### src/rtl/multicycle_control_unit_if.sv
// -----------------------------------------------------------------------------
// multicycle_control_unit_if
//
// Bundles the instruction-side inputs and the datapath-side control outputs of
// the multi-cycle control unit. Clock and reset stay outside as plain ports.
//
//   master : the control unit (consumes instruction/mem_ready, drives strobes)
//   slave  : the datapath / environment (drives instruction/mem_ready)
//
// Signals
//   instruction  OP_W     opcode field from the instruction register
//   mem_ready    1        memory completes the current read/write this cycle
//   pc_write     1        PC update enable
//   ir_write     1        instruction-register load enable
//   RegDst .. RegWrite    datapath strobes
//   ALUOP        ALUOP_W  ALU operation select
//   illegal      1        one-cycle pulse on an unknown opcode
//   state        3        current FSM state (FETCH=0 .. WB=4)
//   retired      CNT_W    count of completed instructions
// -----------------------------------------------------------------------------
interface multicycle_control_unit_if #(
    parameter int OP_W    = 6,
    parameter int ALUOP_W = 6,
    parameter int CNT_W   = 16
);
    logic [OP_W-1:0]    instruction;
    logic               mem_ready;
    logic               pc_write;
    logic               ir_write;
    logic               RegDst;
    logic               jump;
    logic               Branch;
    logic               MemRead;
    logic               MemtoReg;
    logic               MemWrite;
    logic               ALUSrc;
    logic               RegWrite;
    logic [ALUOP_W-1:0] ALUOP;
    logic               illegal;
    logic [2:0]         state;
    logic [CNT_W-1:0]   retired;

    modport master (
        input  instruction, mem_ready,
        output pc_write, ir_write, RegDst, jump, Branch, MemRead, MemtoReg,
               MemWrite, ALUSrc, RegWrite, ALUOP, illegal, state, retired
    );

    modport slave (
        output instruction, mem_ready,
        input  pc_write, ir_write, RegDst, jump, Branch, MemRead, MemtoReg,
               MemWrite, ALUSrc, RegWrite, ALUOP, illegal, state, retired
    );
endinterface

### src/rtl/multicycle_control_unit.sv
// -----------------------------------------------------------------------------
// multicycle_control_unit
//
// Moore-style control FSM for a multi-cycle datapath. Each instruction walks
// FETCH -> DECODE -> EXEC -> MEM -> WB (skipping states it does not need),
// stalls in FETCH/MEM on the memory ready handshake, flags illegal opcodes and
// counts retired instructions.
//
// Ports
//   clk    in   system clock, rising edge
//   reset  in   asynchronous, active-high reset
//   bus    master modport of multicycle_control_unit_if (see that file)
//
// The opcode is captured into op_q on the clock edge that enters DECODE (the
// same edge that loads the instruction register), so every strobe, including
// the DECODE-cycle jump/illegal outputs, is decoded from state and op_q only.
// ALUOP_W must be at least OP_W so opcodes fit ALUOP unchanged.
// -----------------------------------------------------------------------------
module multicycle_control_unit #(
    parameter int                 OP_W      = 6,
    parameter int                 ALUOP_W   = 6,
    parameter logic [ALUOP_W-1:0] ALUOP_ADD = ALUOP_W'(6'b100000),
    parameter int                 CNT_W     = 16
) (
    input  logic                      clk,
    input  logic                      reset,
    multicycle_control_unit_if.master bus
);

    typedef enum logic [2:0] {
        FETCH  = 3'd0,
        DECODE = 3'd1,
        EXEC   = 3'd2,
        MEM    = 3'd3,
        WB     = 3'd4
    } state_t;

    typedef enum logic [2:0] {
        CL_R,
        CL_IMM,
        CL_BR,
        CL_LW,
        CL_SW,
        CL_J,
        CL_ILL
    } op_class_t;

    localparam logic [OP_W-1:0] OP_R    = OP_W'(6'b000000);
    localparam logic [OP_W-1:0] OP_IMM0 = OP_W'(6'b000110);
    localparam logic [OP_W-1:0] OP_IMM1 = OP_W'(6'b000111);
    localparam logic [OP_W-1:0] OP_IMM2 = OP_W'(6'b001000);
    localparam logic [OP_W-1:0] OP_IMM3 = OP_W'(6'b001001);
    localparam logic [OP_W-1:0] OP_BR0  = OP_W'(6'b000011);
    localparam logic [OP_W-1:0] OP_BR1  = OP_W'(6'b000100);
    localparam logic [OP_W-1:0] OP_BR2  = OP_W'(6'b000101);
    localparam logic [OP_W-1:0] OP_LW   = OP_W'(6'b100011);
    localparam logic [OP_W-1:0] OP_SW   = OP_W'(6'b101011);
    localparam logic [OP_W-1:0] OP_J    = OP_W'(6'b000010);

    function automatic op_class_t classify(input logic [OP_W-1:0] op);
        op_class_t c;
        if (op == OP_R)
            c = CL_R;
        else if (op == OP_IMM0 || op == OP_IMM1 || op == OP_IMM2 || op == OP_IMM3)
            c = CL_IMM;
        else if (op == OP_BR0 || op == OP_BR1 || op == OP_BR2)
            c = CL_BR;
        else if (op == OP_LW)
            c = CL_LW;
        else if (op == OP_SW)
            c = CL_SW;
        else if (op == OP_J)
            c = CL_J;
        else
            c = CL_ILL;
        return c;
    endfunction

    state_t           state_q;
    logic [OP_W-1:0]  op_q;
    logic [CNT_W-1:0] retired_q;
    op_class_t        cls;
    logic             retire;

    assign cls = classify(op_q);

    // An instruction completes on the edge that leaves its last state.
    always_comb begin
        retire = 1'b0;
        case (state_q)
            DECODE:  retire = (cls == CL_J);
            EXEC:    retire = (cls == CL_BR);
            MEM:     retire = (cls == CL_SW) && bus.mem_ready;
            WB:      retire = 1'b1;
            default: retire = 1'b0;
        endcase
    end

    always_ff @(posedge clk or posedge reset) begin
        if (reset) begin
            state_q   <= FETCH;
            op_q      <= '0;
            retired_q <= '0;
        end else begin
            case (state_q)
                FETCH: begin
                    if (bus.mem_ready) begin
                        state_q <= DECODE;
                        op_q    <= bus.instruction;
                    end
                end
                DECODE: begin
                    if (cls == CL_J || cls == CL_ILL)
                        state_q <= FETCH;
                    else
                        state_q <= EXEC;
                end
                EXEC: begin
                    case (cls)
                        CL_R, CL_IMM:  state_q <= WB;
                        CL_LW, CL_SW:  state_q <= MEM;
                        default:       state_q <= FETCH;
                    endcase
                end
                MEM: begin
                    if (bus.mem_ready)
                        state_q <= (cls == CL_LW) ? WB : FETCH;
                end
                WB:      state_q <= FETCH;
                // Encodings 5..7 recover to FETCH.
                default: state_q <= FETCH;
            endcase

            if (retire)
                retired_q <= retired_q + CNT_W'(1);
        end
    end

    // Strobe decode. Gated by reset so that an asynchronous reset forces every
    // strobe low at once, even while the state register already reads FETCH.
    always_comb begin
        bus.pc_write = 1'b0;
        bus.ir_write = 1'b0;
        bus.RegDst   = 1'b0;
        bus.jump     = 1'b0;
        bus.Branch   = 1'b0;
        bus.MemRead  = 1'b0;
        bus.MemtoReg = 1'b0;
        bus.MemWrite = 1'b0;
        bus.ALUSrc   = 1'b0;
        bus.RegWrite = 1'b0;
        bus.ALUOP    = '0;
        bus.illegal  = 1'b0;
        if (!reset) begin
            case (state_q)
                FETCH: begin
                    bus.MemRead  = 1'b1;
                    bus.ir_write = bus.mem_ready;
                    bus.pc_write = bus.mem_ready;
                end
                DECODE: begin
                    if (cls == CL_J) begin
                        bus.jump     = 1'b1;
                        bus.pc_write = 1'b1;
                    end
                    bus.illegal = (cls == CL_ILL);
                end
                EXEC: begin
                    case (cls)
                        CL_R: begin
                            bus.ALUOP = '1;
                        end
                        CL_IMM: begin
                            bus.ALUOP  = ALUOP_W'(op_q);
                            bus.ALUSrc = 1'b1;
                        end
                        CL_BR: begin
                            // PC update is gated in the datapath by Branch & zero.
                            bus.ALUOP  = ALUOP_W'(op_q);
                            bus.Branch = 1'b1;
                        end
                        CL_LW, CL_SW: begin
                            bus.ALUOP  = ALUOP_ADD;
                            bus.ALUSrc = 1'b1;
                        end
                        default: ;
                    endcase
                end
                MEM: begin
                    bus.MemRead  = (cls == CL_LW);
                    bus.MemWrite = (cls == CL_SW);
                end
                WB: begin
                    bus.RegWrite = 1'b1;
                    bus.RegDst   = (cls == CL_IMM) || (cls == CL_LW);
                    bus.MemtoReg = (cls == CL_LW);
                end
                default: ;
            endcase
        end
    end

    assign bus.state   = state_q;
    assign bus.retired = retired_q;

endmodule
### src/flat_wrapper.sv
// flat-port wrapper written by rule: the top's interface ports become plain ports
module multicycle_control_unit_flat 
#(
    parameter int                 OP_W      = 6,
    parameter int                 ALUOP_W   = 6,
    parameter logic [ALUOP_W-1:0] ALUOP_ADD = ALUOP_W'(6'b100000),
    parameter int                 CNT_W     = 16
)
  (clk, reset, bus_instruction, bus_mem_ready, bus_pc_write, bus_ir_write, bus_RegDst, bus_jump, bus_Branch, bus_MemRead, bus_MemtoReg, bus_MemWrite, bus_ALUSrc, bus_RegWrite, bus_ALUOP, bus_illegal, bus_state, bus_retired);
  multicycle_control_unit_if #(.OP_W(OP_W), .ALUOP_W(ALUOP_W), .CNT_W(CNT_W)) bus_i ();
  input  logic clk;
  input  logic reset;
  input wire logic [$bits(bus_i.instruction)-1:0] bus_instruction;
  input wire logic [$bits(bus_i.mem_ready)-1:0] bus_mem_ready;
  output wire logic [$bits(bus_i.pc_write)-1:0] bus_pc_write;
  output wire logic [$bits(bus_i.ir_write)-1:0] bus_ir_write;
  output wire logic [$bits(bus_i.RegDst)-1:0] bus_RegDst;
  output wire logic [$bits(bus_i.jump)-1:0] bus_jump;
  output wire logic [$bits(bus_i.Branch)-1:0] bus_Branch;
  output wire logic [$bits(bus_i.MemRead)-1:0] bus_MemRead;
  output wire logic [$bits(bus_i.MemtoReg)-1:0] bus_MemtoReg;
  output wire logic [$bits(bus_i.MemWrite)-1:0] bus_MemWrite;
  output wire logic [$bits(bus_i.ALUSrc)-1:0] bus_ALUSrc;
  output wire logic [$bits(bus_i.RegWrite)-1:0] bus_RegWrite;
  output wire logic [$bits(bus_i.ALUOP)-1:0] bus_ALUOP;
  output wire logic [$bits(bus_i.illegal)-1:0] bus_illegal;
  output wire logic [$bits(bus_i.state)-1:0] bus_state;
  output wire logic [$bits(bus_i.retired)-1:0] bus_retired;
  assign bus_i.instruction = bus_instruction;
  assign bus_i.mem_ready = bus_mem_ready;
  assign bus_pc_write = bus_i.pc_write;
  assign bus_ir_write = bus_i.ir_write;
  assign bus_RegDst = bus_i.RegDst;
  assign bus_jump = bus_i.jump;
  assign bus_Branch = bus_i.Branch;
  assign bus_MemRead = bus_i.MemRead;
  assign bus_MemtoReg = bus_i.MemtoReg;
  assign bus_MemWrite = bus_i.MemWrite;
  assign bus_ALUSrc = bus_i.ALUSrc;
  assign bus_RegWrite = bus_i.RegWrite;
  assign bus_ALUOP = bus_i.ALUOP;
  assign bus_illegal = bus_i.illegal;
  assign bus_state = bus_i.state;
  assign bus_retired = bus_i.retired;
  multicycle_control_unit #(.OP_W(OP_W), .ALUOP_W(ALUOP_W), .ALUOP_ADD(ALUOP_ADD), .CNT_W(CNT_W)) u_core (.clk(clk), .reset(reset), .bus(bus_i));
endmodule
### config.mk
export PLATFORM = sky130hd
export DESIGN_NAME = multicycle_control_unit_flat
export DESIGN_NICKNAME = d
export VERILOG_FILES = /design/src/rtl/multicycle_control_unit_if.sv /design/src/rtl/multicycle_control_unit.sv /design/src/flat_wrapper.sv
export SDC_FILE = /design/constraint.sdc
export NUM_CORES = 1
export LEC_CHECK = 0
export CORE_MARGIN = 2
export CORE_UTILIZATION = 43
export DETAILED_ROUTE_END_ITERATION = 16
export HOLD_SLACK_MARGIN = 0.02
export PLACE_DENSITY = 0.76
export SLEW_MARGIN = 20
export SYNTH_ARGS = -nofsm -noshare
export SYNTH_HDL_FRONTEND = slang
export SYNTH_SLANG_ARGS = --single-unit
### constraint.sdc
create_clock -name clk -period 1.9 [get_ports clk]
set_clock_uncertainty 0.2 [all_clocks]
set_input_delay 0.285 -clock clk [delete_from_list [all_inputs] [get_ports clk]]
set_output_delay 0.285 -clock clk [all_outputs]
set_load 0.03 [all_outputs]
# After elaboration in Yosys (flattened, before gate mapping)
# Cells that the tools add are included.
[word_totals]
register_bits = 25
in_bits = 9
output_inout_bits = 36
elab_cells = 84
[classes]
n_addsub = 1
eq_ne = 22
n_mux = 41
n_reduce_logical = 17
[ops]
columns = ["cell", "n"]
rows = [
  ["$eq 6x3->1 const B", 4],
  ["$mux 3", 8],
  ["$mux 1", 23],
  ["$pmux 6 s3", 1],
  ["$add 16x1->16 const B", 1],
  ["$eq 3x2->1 const B", 4],
  ["$eq 3x3->1 const B", 4],
  ["$eq 6x2->1 const B", 2],
  ["$eq 6x4->1 const B", 2],
  ["$eq 6x6->1 const B", 2],
  ["$mux 6", 2],
  ["$pmux 3 s4", 1],
  ["$logic_or 1x1->1", 7],
  ["$eq 3x1->1 const B", 2],
  ["$logic_not 3->1", 2],
  ["$logic_not 6->1", 1],
  ["$pmux 3 s2", 1],
  ["$reduce_or 2->1", 3],
  ["$mux 2", 2],
  ["$ne 2x2->1 const B", 2],
  ["$pmux 1 s2", 2],
  ["$pmux 1 s4", 1],
  ["$reduce_and 2->1", 2],
  ["$reduce_or 3->1", 1],
  ["$logic_and 1x1->1", 1],
]

# Logic depth before layout (Yosys ltp)
# Gate-level depths: netlist (run 1).
[depth]
ltp_word = 12
ltp_mapped = 6
depth_no_buf = 5

# Least setup slack after synthesis (run 1)
# Ideal clock, no wire load.
[synth_path]
kind = "flip-flop to output port"
from = "reg u_core.state_q[0] (netlist: u_core.bus.state[0])"
to = "out bus_MemtoReg"
t_arrival_ps = 2483
required_ps = 1415
slack_ps = -1068
path_stages_with_launch = 4
n_path_buf = 1
cell_sequence = "dfrtp_1 -> buf_2 -> nor4b_1 -> o2111a_1"
[synth_between]
elab_chain_cells = 3
[synth_lines]
columns = ["element", "line_no", "rtl"]
rows = [
  ["from (decl)", "multicycle_control_unit.sv:79", "state_t state_q;"],
  ["from (signal assigned)", "multicycle_control_unit.sv:127", "state_q <= (cls == CL_LW) ? WB : FETCH;"],
  ["$eq 3x3->1", "multicycle_control_unit.sv:155", "case (state_q)"],
  ["$mux 1", "multicycle_control_unit.sv:155", ""],
  ["$mux 1", "multicycle_control_unit.sv:154", "if (!reset) begin"],
  ["to (decl)", "flat_wrapper.sv:21", "output wire logic [$bits(bus_i.MemtoReg)-1:0] bus_MemtoReg;"],
]
# Every way passes these cells.

# Worst setup path in the final report (run 1)
[layout_path]
from = "reg u_core.op_q[3]"
to = "out bus_MemtoReg"
[layout_between]
elab_chain_cells = 10
word_cells_on_any_way = 25
classes_between = "eq/ne (11); mux (8); reduce/logical (6)"
[layout_lines]
columns = ["element", "line_no", "rtl"]
rows = [
  ["from (decl)", "multicycle_control_unit.sv:80", "logic [OP_W-1:0] op_q;"],
  ["from (signal assigned)", "multicycle_control_unit.sv:109", "op_q <= bus.instruction;"],
  ["$eq 6x2->1", "multicycle_control_unit.sv:72", "else if (op == OP_J)"],
  ["$mux 2", "multicycle_control_unit.sv:72", ""],
  ["$mux 3", "multicycle_control_unit.sv:70", "else if (op == OP_SW)"],
  ["$mux 3", "multicycle_control_unit.sv:68", "else if (op == OP_LW)"],
  ["$mux 3", "multicycle_control_unit.sv:66", "else if (op == OP_BR0 || op == OP_BR1 || op == OP_BR2)"],
  ["$mux 3", "multicycle_control_unit.sv:64", "else if (op == OP_IMM0 || op == OP_IMM1 || op == OP_IMM2 || op == OP_IMM3)"],
  ["$mux 3 *", "multicycle_control_unit.sv:62", "if (op == OP_R)"],
  ["$eq 3x2->1 *", "multicycle_control_unit.sv:196", "bus.MemtoReg = (cls == CL_LW);"],
  ["$mux 1 *", "multicycle_control_unit.sv:155", ""],
  ["$mux 1 *", "multicycle_control_unit.sv:154", ""],
]
# Every way passes the cells marked *; elsewhere a longest branch is shown, timed or not.

==> flow_summary.yaml, run 1 <==
global_route:
  globalRoute.busiestLayer: "met2"
  grtUsageMet1_pct: 37.95
  via_count_of_the_first_global_routing_pass: 2077
  groute.layer.met2.usage_pct: 59.06
  grt_antenna_before_repair: 0
  groute.layer.met3.usage_pct: 4.110
  grt-ovfl-total: 0
  grt_use_total_pct: 32.32
  grt_pass1_wl_mm: 10.41
  grt_max_degree: 26
route:
  wl_per_cell_um: 22.95
  routed_via_density: 6.139
  wl_mm: 8.080
  ant_nets: 0
  first_pass_iters: 4
  detailroute.via_count: 2161
  remaining_drc_errors: 0
  initialDrtViolationCount: 225
final_layout:
  fill_cell_instance_count_of_the_final_layout: 144
  finish.cell_count_without_fillers: 352
  diodes: 0
  drive_above_1_share_pct: 58.55
  layout.nets: 315
  final_core_util_pct: 89.64
  most_frequent_standard_cell_in_the_layout_excluding_fill_and_tap_cells: "buf_4"
  flow.area_growth_from_synthesis_pct: 101.5
  layout_common_cells: "buf_4, buf_6, dfrtp_1"
cts:
  number_of_buffers_inserted_during_clock_tree_synthesis: 3
  clk_root_buffer_cell: "clkbuf_8"
  cts_sinks: 25
  clock_latency_ns: 0.28
  worst_setup_hold_path_clk_slew_ns: 0.11
  htreeDepth: 1
  clock_tree_from_tritoncts: "built"
  cts_buffer_depth: 2
outcome:
  status: "finished with violations"
  violations: "negative setup slack"
sta:
  min_period_over_period_pct: 132.0
  max_freq_mhz: 398.6
  slew-limit-headroom_pct: 75.27
  worst_slew_pin_slew_ns: 0.3709
  maxSlewViolCount: 0
  rsz_0062_raised_after_global_routing: "yes"
  fin_crit_ns: 2.509
  report.final.setup_viol: 34
  timing.final.hold_violations: 0
  setup_slack_ns: -0.6089
run:
  cap_viol_max_count: 0
logic_synthesis:
  yosysWarnings: 0
  synth_seq_cells: 25
  synth.cell_area_mm2: 0.001629
  synth_seq_area_share_pct: 38.40
  synth_top_area_share_pct: 38.40
  ys_async_sr_fraction_pct: 100.0
  syn-num-nets: 195
  synth_top_cell_by_area: "dfrtp_1"
  netlist-cell-type-count: 48
  synth_edf_count: 0
  synth_ff_type: "dfrtp_1"
  post_synth_inst_count: 185
  synth.top_cells.by_area: "dfrtp_1, xnor2_1, nand2_1"
  post_synth.cell_area_avg_um2: 8.806
critical_path:
  worst-path-max-fanout: 7
  arrival_ns: 2.02
  critical_path_class: "flip-flop to output pin"
  critical_path.endpoint_type: "output pin"
  critPathLaunchType: "flip-flop"
  critPathRequiredTime_ns: 1.41
die:
  core.rowCount: 22
  design.core.area_mm2: 0.003661
  die_area_mm2: 0.004297
  die_width_um: 65.55
  start_util_pct: 44.50
  die_y_um: 65.55
  top_level_i_o_count: 45
placed_design:
  numPlacedInstances: 315
  place.gp.congestion: 0.9319
  place.port_buffers: 44
  dp_hpwl_mm: 3.936
power_and_ir_drop:
  total_leakage_power_nw: 1.475
  worst_ir_drop_vdd_mv: 1.269
  totalPowerFinal_mw: 4.828
  power_density_mw_per_mm2: 1471
hold_path:
  timing.hold.worst.class: "input pin to asynchronous set/reset pin"
==> what timing repair did <==
item	in CTS	in global routing
cloned	0	0
pin swaps	25	36
buffers inserted	23	15
gates resized for setup	71	38
setup endpoints to repair	42	44
hold buffers	0	0
==> cell families (layout without fill, tap and decap cells) <==
kind of cell / count (synthesis) / in the layout / share of synthesized area, %
AND/OR/NAND/NOR: 90 / 90 / 30.03
adder cells (fa/ha/maj): 1 / 1 / 0.7679
multiplexers: 5 / 5 / 3.456
flip-flops: 25 / 25 / 38.40
buffers and inverters: 14 / 133 / 4.147
XOR/XNOR: 15 / 15 / 8.064
AO/OA/AOI/OAI: 35 / 35 / 15.13
==> worst max-delay path, cell delays in order, from the launching register on <==
cell and delay [ns]:
dfrtp_2 0.51, buf_6 0.16, buf_6 0.12, nor2b_1 0.16, o21bai_1 0.12, a21oi_2 0.19, a31oi_1 0.08, o2111a_2 0.27
buf_6 0.14
==> per-stage QoR <==
stage | area [um^2] | worst slack [ns] | hold slack, ns | TNS [ns]
after CTS | 3053 | -0.4496 | 0.2019 | -8.201
after global routing | 3282 | -0.6161 | 0.2574 | -14.12
final | 3282 | -0.6089 | 0.2128 | -12.61
after floorplan | 1913 | -0.1463 | 0.1204 | -1.158
after global placement | 2628 | -0.2103 | 0.2615 | -5.021
after detailed placement | 2628 | -0.2733 | 0.2688 | -6.407
==> cells in the mapped netlist (2+ instances only) <==
| cell | number |
|---|---|
| o2111a_1 | 2 |
| and3b_1 | 2 |
| nor2b_1 | 5 |
| nand3_1 | 11 |
| nand2_1 | 20 |
| mux2_2 | 4 |
| nand4_1 | 7 |
| o21ai_0 | 4 |
| dfrtp_1 | 25 |
| buf_2 | 6 |
| nand2b_1 | 2 |
| and2_1 | 3 |
| nor3_1 | 8 |
| nor4b_1 | 2 |
| a31oi_1 | 2 |
| and3_1 | 7 |
| nor2_1 | 14 |
| o22ai_1 | 2 |
| inv_1 | 4 |
| clkbuf_1 | 2 |
| xor2_1 | 4 |
| xnor2_1 | 11 |
| a21oi_1 | 13 |
==> state kept, by name, indices dropped and copies added, names as in the netlist <==
name,cells
u_core.bus.retired,16
u_core.op_q,6
u_core.bus.state,3
==> layout make-up <==
| type | count | area (um^2) | area share, % |
|---|---|---|---|
| Tap cell | 48 | 60.06 | 1.830 |
| Clock buffer | 3 | 41.29 | 1.258 |
| Sequential cell | 25 | 638.1 | 19.44 |
| Inverter | 4 | 15.01 | 0.4575 |
| Multi-Input combinational cell | 146 | 1328 | 40.45 |
| Clock inverter | 1 | 7.507 | 0.2287 |
| Timing Repair Buffer | 125 | 1192 | 36.33 |
==> power by group <==
part	switching, mW	total, mW	internal, mW
clock network	0.206	0.355	0.149
logic	1.73	3.48	1.75
registers	0.315	0.993	0.678
==> final timing paths <==
check | start | endpoint | slack (ns) | cells after the start
worst max-delay path | u_core.op_q[3] | bus_MemtoReg | -0.61 | 8
worst min-delay path | reset | u_core.bus.state[0] | 0.21 | 4
worst max register to register | u_core.op_q[2] | u_core.bus.retired[4] | -0.43 | 10
worst min register to register | u_core.bus.retired[15] | u_core.bus.retired[15] | 0.28 | 1
max in group asynchronous | reset | u_core.op_q[0] | 1.00 | 4
min in group clk | u_core.bus.retired[15] | u_core.bus.retired[15] | 0.28 | 1
==> routing by layer <==
metal	vias up	part of all wire, %
met5	-	0
met4	0	5.4
met2	148	49
met3	48	6.8
li1	908	-
met1	1057	38
(Power assumes the default switching activity.)
==> inputs of run 2 (changes only) <==
==> constraint.sdc (replaced) <==
create_clock -name clk -period 1.9 [get_ports clk]
set_clock_uncertainty 0.2 [all_clocks]
set_input_delay 0.285 -clock clk [delete_from_list [all_inputs] [get_ports clk]]
set_output_delay 0.285 -clock clk [all_outputs]
set_load 0.05 [all_outputs]
==> run 2 against run 1 <==
  * The flow still finishes with violations (negative setup slack)
  * Via count up 13%
  * Final cell count grew 2.0%
  * Non-clock buffer count rose by 7
  * Cell area rose by 8.1%
  * Sequential share of layout area decreased by 1.4 points
  * Flip-flop and latch count stayed put
  * Highest routed layer unchanged
  * Critical path type unchanged
  * Largest cell class is now buffers
  * Sequential power shrank 4.6%
  * Global-route usage rose by 2.2 points
  * Maximum frequency down 5.2%
  * Register-to-register slack got worse by 0.09 ns
  * Utilization up 7.2 points
  * Die area did not move
==> flow_summary.yaml, run 2 (synthesized netlist as in run 1, its figures left out) <==
die:
  design.core.area_mm2: 0.003661
  die_area_mm2: 0.004297
  die_y_um: 65.55
  top_level_i_o_count: 45
  die_width_um: 65.55
  core.rowCount: 22
  start_util_pct: 44.50
cts:
  number_of_buffers_inserted_during_clock_tree_synthesis: 3
  cts_buffer_depth: 2
  htreeDepth: 1
  cts_sinks: 25
  clock_latency_ns: 0.28
  clk_root_buffer_cell: "clkbuf_8"
  worst_setup_hold_path_clk_slew_ns: 0.09
  clock_tree_from_tritoncts: "built"
final_layout:
  layout_common_cells: "buf_4, buf_6, buf_12"
  layout.nets: 322
  most_frequent_standard_cell_in_the_layout_excluding_fill_and_tap_cells: "buf_4"
  drive_above_1_share_pct: 66.56
  flow.area_growth_from_synthesis_pct: 117.7
  diodes: 0
  post-route-cell-area_mm2: 0.003547
  fill_cell_instance_count_of_the_final_layout: 60
  final_core_util_pct: 96.89
  largest_register_ffs: 16
sta:
  setup_slack_ns: -0.7477
  totalNegativeSetupSlack_ns: -14.74
  timing.final.hold_violations: 0
  rsz_0062_raised_after_global_routing: "yes"
  slew-limit-headroom_pct: 69.24
  fin_crit_ns: 2.648
  report.final.setup_viol: 38
  max_freq_mhz: 377.7
  maxSlewViolCount: 0
  min_period_over_period_pct: 139.4
  worst_slew_pin_slew_ns: 0.4614
power_and_ir_drop:
  total_leakage_power_nw: 1.547
  worst_ir_drop_vdd_mv: 1.346
  totalPowerFinal_mw: 5.414
  power_density_mw_per_mm2: 1526
run:
  cap_viol_max_count: 0
route:
  initialDrtViolationCount: 233
  detailroute.via_count: 2442
  first_pass_iters: 6
  routed_via_density: 6.802
  wl_per_cell_um: 28.42
  ant_nets: 0
  wl_mm: 10.20
  remaining_drc_errors: 0
global_route:
  grt_max_degree: 26
  grt_antenna_before_repair: 0
  grt-ovfl-total: 0
  grt_use_total_pct: 34.50
  via_count_of_the_first_global_routing_pass: 2206
  grt_pass1_wl_mm: 11.23
critical_path:
  worst-path-max-fanout: 5
  arrival_ns: 2.16
  critPathRequiredTime_ns: 1.41
  critical_path.endpoint_type: "output pin"
  critical_path_class: "flip-flop to output pin"
  critPathLaunchType: "flip-flop"
placed_design:
  dp_hpwl_mm: 4.105
  place.gp.congestion: 0.8129
  dpl_cell_area_mm2: 0.002913
  place.port_buffers: 44
hold_path:
  timing.hold.worst.class: "input pin to asynchronous set/reset pin"
outcome:
  status: "finished with violations"
  violations: "negative setup slack"
run 2: cell count changes in the layout (fill, tap and decap cells not counted), sizes merged:
cell           change
dlymetal6s2s       -3
dlygate4sd2        -9
clkdlybuf4s50      -6
clkinvlp           -1
buf               +26
run 2: timing repair:
action | in CTS | in global routing
hold buffers | 0 | 0
setup buffers | 23 | 15
gates resized for setup | 47 | 38
pin swaps | 28 | 25
endpoints found under the setup margin | 34 | 35
run 2: layer usage:
metal | GRT usage (%) | vias up | share of wire [%] | wire (um)
met2 | 60.59 | 275 | 48 | 4880
met1 | 40.55 | 1127 | 32 | 3241
met4 | 17.97 | 0 | 10 | 1034
li1 | - | 922 | - | -
met5 | 0 | - | 0 | 0
met3 | 5.137 | 118 | 10 | 1046
run 2: worst max-delay path: stages (launching register included):
cell and delay [ns]:
dfrtp_2 0.47, nor2_2 0.26, nor2b_1 0.15, a2111oi_4 0.38, nand2_1 0.21, a21oi_4 0.24
buf_12 0.16
run 2: cell type report:
class	count	area [um^2]	area share, %
sequential	25	639.4	18.02
tap	48	60.06	1.693
clock buffer	4	45.04	1.270
timing repair buffer	132	1403	39.54
inverter	4	15.01	0.4233
multi-input combinational	146	1385	39.05
run 2: stage by stage:
step | std cells | hold WS (ns) | setup WS, ns
global route | 359 | 0.1839 | -0.7436
floorplan | 185 | 0.1202 | -0.4820
detailed placement | 321 | 0.2649 | -0.3299
finish | 359 | 0.1708 | -0.7477
global placement | 321 | 0.2594 | -0.2791
CTS | 346 | 0.1296 | -0.4482
run 2: path summary, 6_finish.rpt:
kind,start,end,slack [ns],cells after the start
max,u_core.op_q[1],bus_ALUOP[0],-0.75,6
min reg2reg,u_core.bus.state[2],u_core.bus.state[2],0.32,1
min,reset,u_core.bus.retired[4],0.17,3
max reg2reg,u_core.op_q[1],u_core.bus.retired[11],-0.52,9
min in group clk,u_core.bus.state[2],u_core.bus.state[2],0.32,1
max in group asynchronous,reset,u_core.op_q[2],1.06,3
run 2: report_power, final:
part	total, mW	internal (mW)	leakage, nW	switching (mW)
clock network	0.335	0.151	0.0228	0.184
registers	0.947	0.679	0.310	0.267
logic	4.13	1.96	1.21	2.17
total	5.41	2.79	1.55	2.62
